--- config.mk ---
export PLATFORM = sky130hd
export DESIGN_NAME = sanity_wdt
export DESIGN_NICKNAME = d
export VERILOG_FILES = /design/src/rtl/sanity_pkg.sv /design/src/rtl/sanity_wdt_tick_div.sv /design/src/rtl/sanity_wdt.sv
export SDC_FILE = /design/constraint.sdc
export NUM_CORES = 1
export LEC_CHECK = 0
export ABC_AREA = 1
export BUFFER_PORTS_ARGS = -buffer_cell sky130_fd_sc_hd__buf_2
export CAP_MARGIN = 20
export CORE_MARGIN = 10
export CORE_UTILIZATION = 56
export DETAILED_ROUTE_END_ITERATION = 16
export PLACE_DENSITY = 0.75
export SYNTH_ARGS = -nofsm -noshare
export SYNTH_HDL_FRONTEND = slang
export SYNTH_SLANG_ARGS = --single-unit
--- constraint.sdc ---
create_clock -name clock -period 1.9 [get_ports clock]
set_input_delay 0.095 -clock clock [delete_from_list [all_inputs] [get_ports clock]]
set_output_delay 0.095 -clock clock [all_outputs]
set_load 0.05 [all_outputs]
--- src/rtl/sanity_pkg.sv ---
// sanity_pkg -- shared definitions for the sanity watchdog.
//   state_t      : watchdog FSM state encoding
//   CNT_W        : width of the remaining-count register
//   sanity_load  : decode of the sanity count select into a reload value
package sanity_pkg;

   localparam int CNT_W = 7;

   typedef enum logic [1:0] {
      ST_DISABLED = 2'd0,
      ST_RUN      = 2'd1,
      ST_FIRE     = 2'd2,
      ST_DONE     = 2'd3
   } state_t;

   // Count select: 00 -> 1, 01 -> 4, 10 -> 16, 11 -> 64 ticks.
   function automatic logic [CNT_W-1:0] sanity_load(input logic [1:0] sel);
      logic [CNT_W-1:0] val;
      case (sel)
         2'b00:   val = 7'd1;
         2'b01:   val = 7'd4;
         2'b10:   val = 7'd16;
         2'b11:   val = 7'd64;
         default: val = 7'd1;
      endcase
      return val;
   endfunction

endpackage

--- src/rtl/sanity_wdt_tick_div.sv ---
// tick_div -- free-running divider producing a one-clock strobe every LIMIT
// enabled clocks.
//   clock : system clock
//   rst   : synchronous active-high reset
//   clr   : synchronous clear of the divider count
//   en    : count enable; the count holds while low
//   tick  : one-clock strobe on the enabled clock that completes LIMIT counts
module tick_div #(
   parameter int LIMIT = 4
) (
   input  logic clock,
   input  logic rst,
   input  logic clr,
   input  logic en,
   output logic tick
);

   localparam int W = (LIMIT > 1) ? $clog2(LIMIT) : 1;

   logic [W-1:0] cnt_r;
   logic         at_limit_s;

   assign at_limit_s = (cnt_r == W'(LIMIT - 1));
   // The strobe is combinational so the consumer sees it on the same edge
   // the count wraps.
   assign tick = en & at_limit_s;

   // Divider count: cleared by reset or clr, wraps after LIMIT enabled clocks.
   always_ff @(posedge clock) begin
      if (rst || clr) begin
         cnt_r <= {W{1'b0}};
      end else if (en) begin
         if (at_limit_s) begin
            cnt_r <= {W{1'b0}};
         end else begin
            cnt_r <= cnt_r + W'(1);
         end
      end else begin
         cnt_r <= cnt_r;
      end
   end

endmodule

--- src/rtl/sanity_wdt.sv ---
// sanity_wdt -- host sanity watchdog. Counts down a programmable number of
// quarter-second or minute ticks and drives a fixed-width low pulse on
// bdcok_n when the host fails to kick in time.
//   clock      : system clock (all logic on this clock)
//   rst        : synchronous active-high reset
//   sanity     : [2] minute base (1) / quarter-second base (0), [1:0] count
//   ena        : timer enable
//   kick       : single-cycle restart strobe
//   auto_rearm : reload after a pulse (1) or stop in DONE (0)
//   clr        : clears the sticky expired flag
//   bdcok_n    : low for PULSE_CYCLES clocks on expiry
//   expired    : sticky expiry flag
//   cnt        : remaining tick count
module sanity_wdt
   import sanity_pkg::*;
#(
   parameter int CLK_HZ       = 2500000,
   parameter int QSEC_DIV     = CLK_HZ / 4,
   parameter int MIN_TICKS    = 240,
   parameter int PULSE_CYCLES = 10
) (
   input  logic             clock,
   input  logic             rst,
   input  logic [2:0]       sanity,
   input  logic             ena,
   input  logic             kick,
   input  logic             auto_rearm,
   input  logic             clr,
   output logic             bdcok_n,
   output logic             expired,
   output logic [CNT_W-1:0] cnt
);

   localparam int PULSE_W = (PULSE_CYCLES > 1) ? $clog2(PULSE_CYCLES) : 1;

   state_t             state_r;
   logic [PULSE_W-1:0] pulse_cnt_r;
   logic               base_r;
   logic [CNT_W-1:0]   cnt_r;
   logic               bdcok_n_r;
   logic               expired_r;

   logic               qtick_s;
   logic               mtick_s;
   logic               sel_tick_s;
   logic               load_s;
   logic               fire_entry_s;
   logic               div_clr_s;
   logic               pulse_last_s;
   logic [CNT_W-1:0]   load_val_s;

   assign load_val_s   = sanity_load(sanity[1:0]);
   assign sel_tick_s   = base_r ? mtick_s : qtick_s;
   // Pulse counter stops at PULSE_CYCLES-1, so it can never wrap.
   assign pulse_last_s = (pulse_cnt_r == PULSE_W'(PULSE_CYCLES - 1));
   // Any load restarts both prescalers, so the first tick is a full period away.
   assign div_clr_s    = load_s | ~ena;

   assign bdcok_n = bdcok_n_r;
   assign expired = expired_r;
   assign cnt     = cnt_r;

   // Load and expiry decode shared by the FSM and the prescaler clear.
   always_comb begin
      load_s       = 1'b0;
      fire_entry_s = 1'b0;
      case (state_r)
         ST_DISABLED: begin
            load_s = ena;
         end
         ST_RUN: begin
            // kick takes priority over the tick, including the expiring one
            load_s       = ena & kick;
            fire_entry_s = ena & ~kick & sel_tick_s & (cnt_r <= 7'd1);
         end
         ST_FIRE: begin
            load_s = pulse_last_s & auto_rearm & ena;
         end
         ST_DONE: begin
            load_s = ena & kick;
         end
         default: begin
            load_s       = 1'b0;
            fire_entry_s = 1'b0;
         end
      endcase
   end

   tick_div #(.LIMIT(QSEC_DIV)) u_qdiv (
      .clock (clock),
      .rst   (rst),
      .clr   (div_clr_s),
      .en    (ena),
      .tick  (qtick_s)
   );

   tick_div #(.LIMIT(MIN_TICKS)) u_mdiv (
      .clock (clock),
      .rst   (rst),
      .clr   (div_clr_s),
      .en    (qtick_s),
      .tick  (mtick_s)
   );

   // Watchdog FSM with registered count, pulse and expiry outputs.
   always_ff @(posedge clock) begin
      if (rst) begin
         state_r     <= ST_DISABLED;
         pulse_cnt_r <= {PULSE_W{1'b0}};
         base_r      <= 1'b0;
         cnt_r       <= 7'd0;
         bdcok_n_r   <= 1'b1;
         expired_r   <= 1'b0;
      end else begin
         // set wins over a simultaneous clear
         if (fire_entry_s) begin
            expired_r <= 1'b1;
         end else if (clr) begin
            expired_r <= 1'b0;
         end else begin
            expired_r <= expired_r;
         end

         case (state_r)
            ST_DISABLED: begin
               bdcok_n_r <= 1'b1;
               cnt_r     <= load_val_s;
               if (ena) begin
                  base_r  <= sanity[2];
                  state_r <= ST_RUN;
               end
            end
            ST_RUN: begin
               if (!ena) begin
                  cnt_r   <= load_val_s;
                  state_r <= ST_DISABLED;
               end else if (load_s) begin
                  cnt_r  <= load_val_s;
                  base_r <= sanity[2];
               end else if (fire_entry_s) begin
                  cnt_r       <= 7'd0;
                  pulse_cnt_r <= {PULSE_W{1'b0}};
                  bdcok_n_r   <= 1'b0;
                  state_r     <= ST_FIRE;
               end else if (sel_tick_s) begin
                  cnt_r <= cnt_r - 7'd1;
               end
            end
            ST_FIRE: begin
               // kick and ena are ignored until the pulse has run its course
               if (pulse_last_s) begin
                  bdcok_n_r <= 1'b1;
                  if (load_s) begin
                     cnt_r   <= load_val_s;
                     base_r  <= sanity[2];
                     state_r <= ST_RUN;
                  end else if (!ena) begin
                     cnt_r   <= load_val_s;
                     state_r <= ST_DISABLED;
                  end else begin
                     state_r <= ST_DONE;
                  end
               end else begin
                  pulse_cnt_r <= pulse_cnt_r + PULSE_W'(1);
               end
            end
            ST_DONE: begin
               bdcok_n_r <= 1'b1;
               if (!ena) begin
                  cnt_r   <= load_val_s;
                  state_r <= ST_DISABLED;
               end else if (load_s) begin
                  cnt_r   <= load_val_s;
                  base_r  <= sanity[2];
                  state_r <= ST_RUN;
               end
            end
            default: begin
               cnt_r     <= 7'd0;
               bdcok_n_r <= 1'b1;
               state_r   <= ST_DISABLED;
            end
         endcase
      end
   end

endmodule
* Word-level counts from Yosys, hierarchy flattened
Index checks and enable logic that the tools add are counted.
** Operators by class
- Add/subtract/negate cells :: 4
- Magnitude comparators :: 1
- Eq/ne operators :: 21
- Mux-type cells :: 43
- Bitwise logic cells :: 11
- Reduce and logical (&&, ||, !) cells :: 12
** Operators by type and width (number)
- $mux W7 :: 9
- $pmux W7 S4 :: 2
- $add A20 B1 Y20 const B :: 1
- $eq A20 B20 Y1 const B :: 1
- $mux W20 :: 1
- $mux W2 :: 9
- $mux W4 :: 4
- $mux W1 :: 12
- $ne A2 B2 Y1 const B :: 6
- $ne A3 B3 Y1 const B :: 4
- $reduce_and A5 Y1 :: 2
- $pmux W1 S3 :: 3
- $add A8 B1 Y8 const B :: 1
- $and A1 B1 Y1 :: 8
- $eq A2 B2 Y1 const B :: 4
- $eq A8 B8 Y1 const B :: 1
- $mux W8 :: 1
- $pmux W2 S4 :: 1
- $pmux W4 S2 :: 1
- $reduce_and A4 Y1 :: 2
- $le A7 B1 Y1 const B :: 1
- $sub A7 B1 Y7 const B :: 1
- $ne A5 B5 Y1 const B :: 1
- $add A4 B1 Y4 const B :: 1
- other kinds (10) :: 15
** Storage, ports and cells
- Flip-flop bits (word level) :: 44
- Input bits :: 9
- Output and inout port bits :: 9
- Logic and storage cells :: 100

* Depth between registers and ports, before layout
- Depth in word-level cells :: 11
- Gate-level depth with buffers :: 13

* Cells and area by module
Synthesis repeated with hierarchy kept, for this count alone.
** Unflattened totals
- Cell total of the unflattened synthesis :: 426
- Area total of the unflattened synthesis :: 2822.7 um^2
** Modules (own cells, without submodules)
- tick_div (u_qdiv) :: instances 1, cells an instance 190, area an instance 1218.7 um^2
- sanity_wdt :: instances 1, cells an instance 177, area an instance 1204.9 um^2
- tick_div (u_mdiv) :: instances 1, cells an instance 59, area an instance 399.1 um^2

* Least setup slack after synthesis
Ideal clock, no wire load.
- Path type :: reg-to-reg
- Start point :: reg cnt_r[0] (netlist: cnt[0])
- End point :: reg pulse_cnt_r[1]
- Setup time :: 0.112 ns
- Arrival time :: 1.592 ns
- Data required time :: 1.788 ns
- Setup slack :: 0.196 ns
- Cell stages (with the launch flop) :: 9
- Path through :: dfxtp_1 ha_1 a21oi_1 nor3_2 nand4_4 nand2_4 nand3_1 nand2_1 nor2_1
** Between the ends
- Word-level cells in the longest chain between the ends :: 5
** Ends and longest elaborated chain
- from (decl) :: RTL line sanity_wdt.sv:39 : logic [CNT_W-1:0] cnt_r;
- from (signal assigned) :: RTL line sanity_wdt.sv:127 : cnt_r <= load_val_s;
- from (signal assigned) :: RTL line sanity_wdt.sv:135 : cnt_r <= load_val_s;
- from (signal assigned) :: RTL line sanity_wdt.sv:138 : cnt_r <= load_val_s;
- $le A7 B1 Y1 :: RTL line sanity_wdt.sv:74 : fire_entry_s = ena & ~kick & sel_tick_s & (cnt_r <= 7'd1);
- $and A1 B1 Y1 :: RTL line sanity_wdt.sv:74
- $mux W1 :: RTL line sanity_wdt.sv:67 : case (state_r)
- $ne A2 B2 Y1 (no line)
- $reduce_and A5 Y1 (no line)
- to (signal assigned) :: RTL line sanity_wdt.sv:109 : pulse_cnt_r <= {PULSE_W{1'b0}};
- to (signal assigned) :: RTL line sanity_wdt.sv:142 : pulse_cnt_r <= {PULSE_W{1'b0}};
- to (signal assigned) :: RTL line sanity_wdt.sv:164 : pulse_cnt_r <= pulse_cnt_r + PULSE_W'(1);
- to (decl) :: RTL line sanity_wdt.sv:37 : logic [PULSE_W-1:0] pulse_cnt_r;
No other way between the ends.
A chain may end at the register's enable or synchronous reset.

* Worst setup path in the final report
- Start point :: reg u_mdiv.cnt_r[0]
- End point :: reg cnt_r[6] (netlist: cnt[6])
** Between the ends
- Word-level cells in the longest chain between the ends :: 10
- Elaborated cells on any way between the ends :: 12
- Those cells by class :: 2 x eq/ne; 6 x mux; 3 x bitwise; 1 x reduce/logical
** Ends and longest elaborated chain
- from (decl) :: RTL line sanity_wdt_tick_div.sv:20 : logic [W-1:0] cnt_r;
- from (signal assigned) :: RTL line sanity_wdt_tick_div.sv:31 : cnt_r <= {W{1'b0}};
- from (signal assigned) :: RTL line sanity_wdt_tick_div.sv:34 : cnt_r <= {W{1'b0}};
- from (signal assigned) :: RTL line sanity_wdt_tick_div.sv:36 : cnt_r <= cnt_r + W'(1);
- $eq A8 B8 Y1 * :: RTL line sanity_wdt_tick_div.sv:23 : assign at_limit_s = (cnt_r == W'(LIMIT - 1));
- $and A1 B1 Y1 * :: RTL line sanity_wdt_tick_div.sv:26 : assign tick = en & at_limit_s;
- $mux W1 * :: RTL line sanity_wdt.sv:53 : assign sel_tick_s = base_r ? mtick_s : qtick_s;
- $and A1 B1 Y1 (2 in series) :: RTL line sanity_wdt.sv:74
- $mux W1 :: RTL line sanity_wdt.sv:67
- $mux W7 :: RTL line sanity_wdt.sv:140 : end else if (fire_entry_s) begin
- $mux W7 :: RTL line sanity_wdt.sv:137 : end else if (load_s) begin
- $mux W7 :: RTL line sanity_wdt.sv:134 : if (!ena) begin
- $pmux W7 S4 :: RTL line sanity_wdt.sv:124 : case (state_r)
Every way passes the cells marked *; elsewhere a longest branch is shown, timed or not.

==> metrics.yaml <==
worst_hold_path:
  hold_class: "input port to flip-flop"
  hold_end: "base_r"
  worstHoldStart: "sanity[2]"
  hold_path_depth: 3
setup_path:
  reg2reg_depth: 12
  r2r_end: "cnt[6]"
  cp-start-kind: "flip-flop"
  crit_type: "flip-flop to flip-flop"
  crit-reg2reg-launch: "u_mdiv.cnt_r[0]"
  arrival_ns: 1.92
  end_kind: "flip-flop"
  r2r_slack_ns: 0.15
  required_ns: 2.08
  critical_path.max_fanout: 9
cts:
  hold_buffers: 0
  cts_buffers: 5
  path_clk_slew_ns: 0.08
  ctsRootBufferMaster: "clkbuf_8"
  clk_latency_ns: 0.30
  htree_levels: 2
  clockBufferDepth: 2
  clkSinkCount: 44
  cts_tree: "built"
detailed_routing:
  drt_iter0_drc: 78
  wl_per_cell_um: 12.0
  num_vias: 2293
  antenna_left: 0
  wirelength_um: 5230
  drtPass1Iterations: 4
  drc: 0
  routed_via_density: 5.25
logic_synthesis:
  synth_top_area_cell: "dfxtp_1"
  syn_area_um2: 2500
  ys_warn_count: 0
  synthSimpleGateAreaFrac_pct: 38.8
  yosys-top-cells-area: "dfxtp_1, nand2_1, nor2_1"
  synthCells: 361
  synth_seq_cells: 44
  ys_seq_area_share_pct: 35.3
  synth_compound_area_share_pct: 7.67
  synthDominantCellAreaShare_pct: 35.3
  synth_top_family_by_area: "simple AND/OR/NAND/NOR gates"
  synth_cell_types: 31
  muxShareOfSynthArea_pct: 0
  synth_fa_ha_area_share_pct: 3.01
  ys.flop_type: "dfxtp_1"
  async_flop_share_pct: 0
  synth_xor_xnor_area_share_pct: 6.67
  syn-num-nets: 376
  synth_edf_count: 0
  synth.avg_cell_area_um2: 6.91
timing:
  worstMarginPinSlew_ns: 0.350
  setup_viol: 0
  finalHoldViolations: 0
  finalClockSkew_ns: 0.0110
  fmax_ghz: 0.573
  finalCritPeriodShare_pct: 91.9
  fin_hold_ws_ns: 0.0488
  drv_slew: 0
  relSlewSlack_pct: 76.5
  rsz0062_at_grt: "true"
  fin_crit_ns: 1.75
finish:
  design_area_um2: 2760
  finalNetCount: 401
  diodes: 0
  final_cell_mix: "nand2_1, nor2_1, dfxtp_1"
  area_delta_synth_final_pct: 10.7
  fillers: 424
  final_common_cell: "nand2_1"
  layout-drive-gt1-share_pct: 16.1
floorplanning:
  die_height_um: 86.8
  initial_core_util_pct: 57.7
  rows: 24
  fp.dieArea_um2: 7530
  core-area_um2: 4320
  ioPinCount: 18
  dieWidth_um: 86.8
placement:
  hpwl_um: 4030
  place_area_um2: 2650
  place_congestion: 0.836
  portBuffers: 17
global_route:
  grt_pass1_vias: 2111
  grt_pass1_wl_um: 9180
  antenna_found_initial: 0
  grt_use_total_pct: 14.7
  grt_max_degree: 13
  overflow: 0
pwr:
  power.total_mw: 1.99
  ir_worst_vdd_uv: 522
  powerDensity_nw_per_um2: 718
  power_leakage_nw: 1.13
run:
  drv_cap: 0
run_status:
  status: "completed"
==> worst max-delay path: stages (launching register included) <==
cell	delay, ns
dfxtp_1	0.37
ha_1	0.18
inv_1	0.05
nor2_1	0.13
nand2_1	0.11
nand2_1	0.13
nand4_1	0.12
nand2_2	0.09
nand2_4	0.08
inv_4	0.10
nand2_1	0.07
nor2_1	0.13
nor2_1	0.06
==> what timing repair did <==
item	in CTS	in global routing
endpoints found under the setup margin	0	11
buffers inserted	0	1
gates resized for setup	0	5
==> Yosys cell counts, types with 3 or more instances <==
cell type / number
nand2_1: 79
nor2_1: 60
dfxtp_1: 44
inv_1: 43
nand3_1: 21
a21oi_1: 18
xor2_1: 15
o21ai_0: 13
inv_2: 8
ha_1: 6
nand4_1: 5
nor3_1: 5
nor4_1: 5
nand2_2: 4
nand2_4: 4
nand3_2: 4
xnor2_1: 4
nor2_4: 3
nor3_2: 3
==> per-stage QoR <==
stage                     cells  utilization (%)  worst slack, ns  setup TNS [ns]
final                       437             63.9            0.154               0
after global routing        437             63.9          -0.0109         -0.0150
after CTS                   436             63.5           0.0991               0
after detailed placement    430             61.2            0.164               0
after global placement      430             61.2            0.202               0
after floorplan             361                -            0.196               0
==> registers in the layout, summed over array words and instances, names as in the netlist <==
register / flops
state_r: 2
base_r: 1
u_mdiv.cnt_r: 8
u_qdiv.cnt_r: 20
cnt: 7
expired: 1
bdcok_n: 1
pulse_cnt_r: 4
==> worst max path at each step <==
stage | from | slack (ns) | end
2_1_floorplan | cnt[0] | 0.20 | pulse_cnt_r[1]
3_3_place_gp | pulse_cnt_r[1] | 0.20 | u_qdiv.cnt_r[14]
3_5_place_dp | u_qdiv.cnt_r[0] | 0.16 | u_mdiv.cnt_r[7]
4_1_cts | pulse_cnt_r[1] | 0.1 | cnt[6]
5_1_grt | pulse_cnt_r[1] | -0.01 | cnt[6]
6_report | u_mdiv.cnt_r[0] | 0.15 | cnt[6]
==> power breakdown <==
| part | leakage (nW) | internal (mW) | switching [mW] |
|---|---|---|---|
| Combinational | 0.722 | 0.108 | 0.230 |
| Sequential | 0.356 | 0.948 | 0.0292 |
| Clock | 0.0501 | 0.377 | 0.292 |
==> metal layers <==
layer | global-route usage (%) | part of all wire, %
met3 | 3.94 | 4.6
met2 | 24.8 | 47
met5 | 0 | 0
met1 | 17.7 | 47
met4 | 4.12 | 1.5
==> kinds of logic after synthesis <==
kind of cell | count (synthesis)
compound gates | 36
xor+xnor | 19
fa+ha+maj | 6
buf+inv | 54
flops | 44
simple gates | 202
==> cell type report <==
cell class	instances	area (um^2)	share of cell area, %
Tap cell	52	65.1	2.35
Clock buffer	5	68.8	2.49
Inverter	51	194	7.02
Clock inverter	1	30.0	1.09
Multi-Input combinational cell	263	1410	51.0
Sequential cell	44	881	31.9
Timing Repair Buffer	21	115	4.16
Power figures use the tool's default switching activity.
